[src/rtl/pdn_rail_sequencer.sv]
// Power-rail sequencer: brings rails up in ascending order gated on power-good,
// takes them down in descending order, and latches the offending rail on a fault.
module pdn_rail_sequencer #(
    parameter int N_RAILS     = 6,
    parameter int TIMEOUT_CYC = 8,
    parameter int SETTLE_CYC  = 4
) (
    input  logic               clk,
    input  logic               rst_n,
    input  logic               pwr_req,
    input  logic [N_RAILS-1:0] pg,
    input  logic               fault_clr,
    output logic [N_RAILS-1:0] rail_en,
    output logic               all_on,
    output logic               all_off,
    output logic               fault,
    output logic [2:0]         fault_rail,
    output logic [2:0]         state
);

    localparam int MAX_CYC = (TIMEOUT_CYC > SETTLE_CYC) ? TIMEOUT_CYC : SETTLE_CYC;
    localparam int CW      = $clog2(MAX_CYC + 1);
    localparam logic [2:0]    LAST_IDX = 3'(N_RAILS - 1);
    localparam logic [CW-1:0] TO_LAST  = CW'(TIMEOUT_CYC - 1);
    localparam logic [CW-1:0] ST_LAST  = CW'(SETTLE_CYC - 1);

    typedef enum logic [2:0] {
        S_OFF       = 3'd0,
        S_UP_WAIT   = 3'd1,
        S_UP_SETTLE = 3'd2,
        S_ON        = 3'd3,
        S_DN_SETTLE = 3'd4,
        S_FAULT     = 3'd5
    } state_t;

    state_t             state_q, state_d;
    logic [2:0]         idx_q, idx_d;
    logic [CW-1:0]      cnt_q, cnt_d;
    logic [N_RAILS-1:0] rail_en_q, rail_en_d;
    logic [2:0]         fault_rail_q, fault_rail_d;

    logic [N_RAILS-1:0] chk;
    logic               drop_hit;
    logic [2:0]         drop_idx;
    logic               flt_go;
    logic [2:0]         flt_idx;

    always_ff @(posedge clk) begin
        if (!rst_n) begin
            state_q      <= S_OFF;
            idx_q        <= '0;
            cnt_q        <= '0;
            rail_en_q    <= '0;
            fault_rail_q <= '0;
        end else begin
            state_q      <= state_d;
            idx_q        <= idx_d;
            cnt_q        <= cnt_d;
            rail_en_q    <= rail_en_d;
            fault_rail_q <= fault_rail_d;
        end
    end

    always_comb begin
        state_d      = state_q;
        idx_d        = idx_q;
        cnt_d        = cnt_q;
        rail_en_d    = rail_en_q;
        fault_rail_d = fault_rail_q;
        flt_go       = 1'b0;
        drop_hit     = 1'b0;
        drop_idx     = '0;

        // Rails past their wait phase are the enabled ones, minus the one still waiting for pg.
        chk = rail_en_q;
        if (state_q == S_UP_WAIT) chk[idx_q] = 1'b0;
        for (int i = N_RAILS - 1; i >= 0; i--) begin
            if (chk[i] && !pg[i]) begin
                drop_hit = 1'b1;
                drop_idx = 3'(i);
            end
        end
        flt_idx = drop_idx;

        case (state_q)
            S_OFF: begin
                if (pwr_req) begin
                    idx_d        = '0;
                    rail_en_d    = '0;
                    rail_en_d[0] = 1'b1;
                    cnt_d        = '0;
                    state_d      = S_UP_WAIT;
                end
            end
            S_UP_WAIT: begin
                if (drop_hit) begin
                    flt_go = 1'b1;
                end else if (!pg[idx_q] && cnt_q == TO_LAST) begin
                    flt_go  = 1'b1;
                    flt_idx = idx_q;
                end else if (!pwr_req) begin
                    rail_en_d[idx_q] = 1'b0;
                    cnt_d            = '0;
                    state_d          = S_DN_SETTLE;
                end else if (pg[idx_q]) begin
                    cnt_d   = '0;
                    state_d = S_UP_SETTLE;
                end else begin
                    cnt_d = cnt_q + 1'b1;
                end
            end
            S_UP_SETTLE: begin
                if (drop_hit) begin
                    flt_go = 1'b1;
                end else if (!pwr_req) begin
                    rail_en_d[idx_q] = 1'b0;
                    cnt_d            = '0;
                    state_d          = S_DN_SETTLE;
                end else if (cnt_q == ST_LAST) begin
                    cnt_d = '0;
                    if (idx_q == LAST_IDX) begin
                        state_d = S_ON;
                    end else begin
                        idx_d                     = idx_q + 3'd1;
                        rail_en_d[idx_q + 3'd1]   = 1'b1;
                        state_d                   = S_UP_WAIT;
                    end
                end else begin
                    cnt_d = cnt_q + 1'b1;
                end
            end
            S_ON: begin
                if (drop_hit) begin
                    flt_go = 1'b1;
                end else if (!pwr_req) begin
                    rail_en_d[LAST_IDX] = 1'b0;
                    idx_d               = LAST_IDX;
                    cnt_d               = '0;
                    state_d             = S_DN_SETTLE;
                end
            end
            S_DN_SETTLE: begin
                // Power-down runs to completion regardless of pg or a renewed request.
                if (cnt_q == ST_LAST) begin
                    cnt_d = '0;
                    if (idx_q == '0) begin
                        state_d = S_OFF;
                    end else begin
                        idx_d                   = idx_q - 3'd1;
                        rail_en_d[idx_q - 3'd1] = 1'b0;
                    end
                end else begin
                    cnt_d = cnt_q + 1'b1;
                end
            end
            S_FAULT: begin
                if (fault_clr && !pwr_req) begin
                    idx_d   = '0;
                    cnt_d   = '0;
                    state_d = S_OFF;
                end
            end
            default: state_d = S_OFF;
        endcase

        if (flt_go) begin
            state_d      = S_FAULT;
            rail_en_d    = '0;
            cnt_d        = '0;
            fault_rail_d = flt_idx;
        end
    end

    assign rail_en    = rail_en_q;
    assign all_on     = (state_q == S_ON);
    assign all_off    = (state_q == S_OFF);
    assign fault      = (state_q == S_FAULT);
    assign fault_rail = fault_rail_q;
    assign state      = state_q;

endmodule
[config.mk]
export PLATFORM = sky130hd
export DESIGN_NAME = pdn_rail_sequencer
export DESIGN_NICKNAME = d
export VERILOG_FILES = /design/src/rtl/pdn_rail_sequencer.sv
export SDC_FILE = /design/constraint.sdc
export NUM_CORES = 1
export LEC_CHECK = 0
export ABC_AREA = 1
export CORE_MARGIN = 2
export CORE_UTILIZATION = 59
export CTS_CLUSTER_DIAMETER = 40
export DETAILED_ROUTE_END_ITERATION = 16
export MAX_ROUTING_LAYER = met4
export PLACE_DENSITY = 0.93
export SLEW_MARGIN = 5
export SYNTH_ARGS = -nofsm -noshare
export SYNTH_HDL_FRONTEND = slang
export SYNTH_SLANG_ARGS = --single-unit
export TNS_END_PERCENT = 50
[constraint.sdc]
create_clock -name clk -period 6.22 [get_ports clk]
set_clock_uncertainty 0.15 [all_clocks]
set_input_delay 0.933 -clock clk [delete_from_list [all_inputs] [get_ports clk]]
set_output_delay 0.933 -clock clk [all_outputs]
set_load 0.01 [all_outputs]
== Word-level counts from Yosys, hierarchy flattened ==
Cells that the tools add are included.
Storage, ports and cells
  register bits: 19
  input port bits: 10
  output and inout port bits: 15
  word-level logic and storage cells: 171
Operators by class
  add/subtract/negate cells: 3
  order comparisons: 6
  equality and inequality tests: 36
  muxes and demuxes: 80
  bitwise logic cells: 6
  reductions and logical operators: 33
Operator list (count)
  $mux W3: 32
  $mux W6: 11
  $mux W4: 11
  $reduce_and A11 Y1: 3
  $ne A2 B2 Y1 const B: 13
  $pmux W4 S6: 1
  $ne A3 B3 Y1 const B: 7
  $pmux W5 S4: 1
  $pmux W3 S6: 1
  $mux W1: 15
  $pmux W3 S5: 1
  $and A6 B6 Y6: 2
  $lt A3 B4 Y1 const B: 3
  $ne A3 B2 Y1 const B: 4
  $not A6 Y6: 2
  $reduce_and A12 Y1: 1
  $logic_and A1 B1 Y1: 11
  $reduce_and A10 Y1: 1
  $reduce_bool A5 Y1: 2
  $demux W1 S3: 3
  $eq A3 B3 Y1 const B: 3
  $ge A3 B1 Y1 const B: 3
  $logic_not A1 Y1: 8
  $reduce_and A8 Y1: 1
  other kinds (21): 24

== Logic depth before layout (Yosys ltp) ==
  depth after elaboration: 18
  gate-level depth with buffers: 14
  depth with buffers taken out: 14

== Least setup slack after synthesis ==
No wires, ideal clock.
  path type: input -> register
  from: input pg[1]
  to: register state_q[2], in the netlist state[2]
  setup time: 0.116 ns
  data arrival time: 2.088 ns
  required time: 5.954 ns
  setup slack: 3.866 ns
  stages on the path: 11
  path buffers: 0
  cell sequence: or2_2 > a21oi_1 > nor2_2 > nand3_4 > nand2_2 > nand2_2 > inv_1 > nand2_1 > nand2_1 > o21ai_0 > nor2_1
On the way
  word-level cells in the longest chain between the ends: 9
  elaborated cells between the ends (all ways): 25
  classes of those cells: eq/ne: 11; mux: 9; reduce/logical: 5
Ends and longest elaborated chain
  start: declaration: line 11  | input logic [N_RAILS-1:0] pg,
  $bmux W1 S3: line 98, 105
  $mux W1 (not written as such): line 98, 105
  $logic_not A1 Y1: line 98  | end else if (!pg[idx_q] && cnt_q == TO_LAST) begin
  $logic_and A1 B1 Y1: line 98
  $mux W1: line 98
  $mux W1: line 96  | if (drop_hit) begin
  $pmux W1 S2: line 85  | case (state_q)
  $ne A4 B4 Y1 (no source line), or another cell as far along
  $reduce_and A11 Y1 (no source line)
  end signal: assignment: line 56  | state_q <= state_d;
  end: declaration: line 36  | state_t state_q, state_d;
Several ways; a longest one is shown, not always the timed one. The select of a mux whose other input is x is not followed.
A chain may end at the register's enable or synchronous reset.

== Final worst setup path ==
  from: register state_q[0], in the netlist state[0]
  to: output all_on
On the way
  word-level cells in the longest chain between the ends: 1
Ends and longest elaborated chain
  $eq A3 B2 Y1: line 175  | assign all_on = (state_q == S_ON);
  end: declaration: line 14  | output logic all_on,
Every way passes these cells.

==> results.py <==
metrics = {
    "run_status": {
        "status": "complete, no violations",
    },
    "cts": {
        "clock_latency_ps": 320,
        "htree_levels": 1,
        "cts_hold_buf": 0,
        "cts_resized": 0,
        "ctsRootBufferMaster": "clkbuf_4",
        "cts_inserted_buffers": 3,
        "cts_max_path_buffers": 2,
        "clkTransAtPathRegs_ps": 120,
        "cts_tree": "done",
        "cts_sinks": 19,
        "postCtsSetupRepairBufs": 0,
    },
    "place": {
        "dp_hpwl_mm": 4.06,
        "io_buffer_count": 24,
        "routabilityCongestion": 0.991,
        "pre_cts_ws_ps": 3160,
    },
    "yosys": {
        "synthCells": 305,
        "yosysSeqAreaShare_pct": 21.1,
        "async_flop_share_pct": 0,
        "ys_seq_elements": 19,
        "synth.cell_area_um2": 1800,
        "synthesis.nets": 320,
        "synth_edf_count": 0,
        "synth_top_flop_cell": "dfxtp_1",
        "ys_warn_count": 0,
        "synth.distinct_cells": 33,
        "avgSynthCellArea_um2": 5.92,
    },
    "min_path": {
        "worstHoldPathType": "flop to flop",
    },
    "power_and_ir_drop": {
        "p_leak_uw": 0.000982,
        "vdd_drop_max_mv": 0.258,
        "power_density_nw_per_um2": 435,
    },
    "cells_and_area": {
        "final_common_cell": "nand2_1",
        "drive_gt1_share_pct": 12.3,
        "diodes": 0,
        "final_cell_mix": "nand2_1 (70), nor2_1 (61), inv_1 (29), clkdlybuf4s50_1 (24), nand3_1 (22)",
        "final_nets": 342,
        "n_fill_cell": 283,
        "syn_to_final_growth_pct": 14.5,
    },
    "route": {
        "drc": 0,
        "antenna_left": 0,
        "wl_per_cell_um": 14.2,
        "first_iter_violations": 183,
        "firstDrtPassIters": 5,
        "vias_per_cell": 5.65,
        "wirelength_mm": 5.09,
        "num_vias": 2030,
    },
    "grt": {
        "grt_max_degree": 16,
        "grt_pass1_wl_mm": 8.24,
        "overflow": 0,
        "grt_use_total_pct": 32.3,
        "antenna_found_initial": 0,
        "grt_pass1_vias": 1815,
    },
    "setup_path": {
        "path_max_fanout": 7,
        "required_ps": 5140,
        "critical_path_class": "flop to primary output",
        "endpoint_kind": "primary output",
        "cp_data_arrival_time_ps": 2000,
        "startpoint_type": "flop",
    },
    "sta": {
        "period_share_pct": 49.5,
        "slew_violations": 0,
        "setup_ws_ps": 3140,
        "setup_violations": 0,
        "timing.fmax_mhz": 325,
        "tightestPinTransition_ps": 667,
        "period_needed_ps": 3080,
        "hold_violations": 0,
        "grt_setup_unrepaired": "false",
        "timing.hold.ws_ps": 377,
        "maxSlewHeadroom_pct": 55.4,
        "setup-tns-final_ps": 0,
    },
    "die": {
        "die_h_um": 59.3,
        "num_rows": 20,
        "die_x_um": 59.3,
        "io_pins": 25,
        "dieArea_um2": 3520,
        "initial_core_util_pct": 60.6,
        "core_area_um2": 2980,
    },
    "job": {
        "maxCapViolations": 0,
    },
}
-- metal layers --
metal  part of all wire [%]  GRT usage [%]  vias to the layer above
li1                       -              -                     1023
met1                     45           42.3                      908
met2                     46           50.9                       87
met3                    6.9           3.28                       12
met4                    2.1           13.0                        0
met5                      0              -                        -
-- where the power goes --
part	switching, uW	leakage (uW)	internal (uW)
Clock	45.7	0.0000150	25.2
Sequential	54.2	0.000156	157
Combinational	388	0.000812	228
Total	488	0.000982	410
-- stage by stage --
stage          util (%)  total power (uW)  std cells  area, um2
2_1_floorplan         -               666        305       1800
3_3_place_gp       68.5               806        355       2040
3_5_place_dp       68.5               818        355       2040
4_1_cts            69.4               889        359       2070
5_1_grt            69.4               978        359       2070
6_report           69.4               898        359       2070
-- logic make-up (layout without fill, tap and decap cells) --
logic type,Yosys count,after routing,synth area share (%)
xor gates and xnor gates,3,3,1.46
and+or+nand+nor,190,190,50.1
buffers and inverters,46,67,10.8
AOI/OAI and AO/OA,42,42,13.0
adders and majority gates,5,5,3.47
DFF,19,19,21.1
-- critical path: stages, from the launching register on --
cell and delay (ps):
dfxtp_1 510, inv_1 130, nor3_2 400, clkdlybuf4s50_1 630
-- layout make-up --
cell class | instances | area (um2) | share of cell area, %
multi-input cells | 240 | 1230 | 59.5
flip-flops and latches | 19 | 380 | 18.4
repair buffers | 24 | 240 | 11.6
inverters | 39 | 149 | 7.21
well taps | 33 | 41.3 | 2.00
clock buffers | 4 | 26.3 | 1.27
-- Yosys cell counts (5+ instances only) --
cell type | n | area share (%)
o21ai_0 | 16 | 4.4
nand4_1 | 5 | 1.7
nor2_2 | 6 | 2.1
nand3_1 | 22 | 6.1
a21oi_1 | 14 | 3.9
nor2_1 | 61 | 13
nand2_2 | 5 | 1.7
nand2_1 | 70 | 15
inv_2 | 9 | 1.9
inv_1 | 29 | 6.0
ha_1 | 5 | 3.5
dfxtp_1 | 19 | 21
-- registers in the layout (all words and copies together) (netlist names) --
register	cells
fault_rail	3
state	3
idx_q	3
rail_en	6
cnt_q	4
-- final timing paths --
kind / startpoint / to / slack [ps] / depth (start not counted)
worst max-delay path: state[0] / all_on / 3140 / 3
worst min-delay path: rail_en[0] / rail_en[0] / 380 / 2
worst max register to register: idx_q[0] / idx_q[0] / 3600 / 11
worst min register to register: rail_en[0] / rail_en[0] / 380 / 2
No activity file was read; power rests on OpenSTA's default activity.
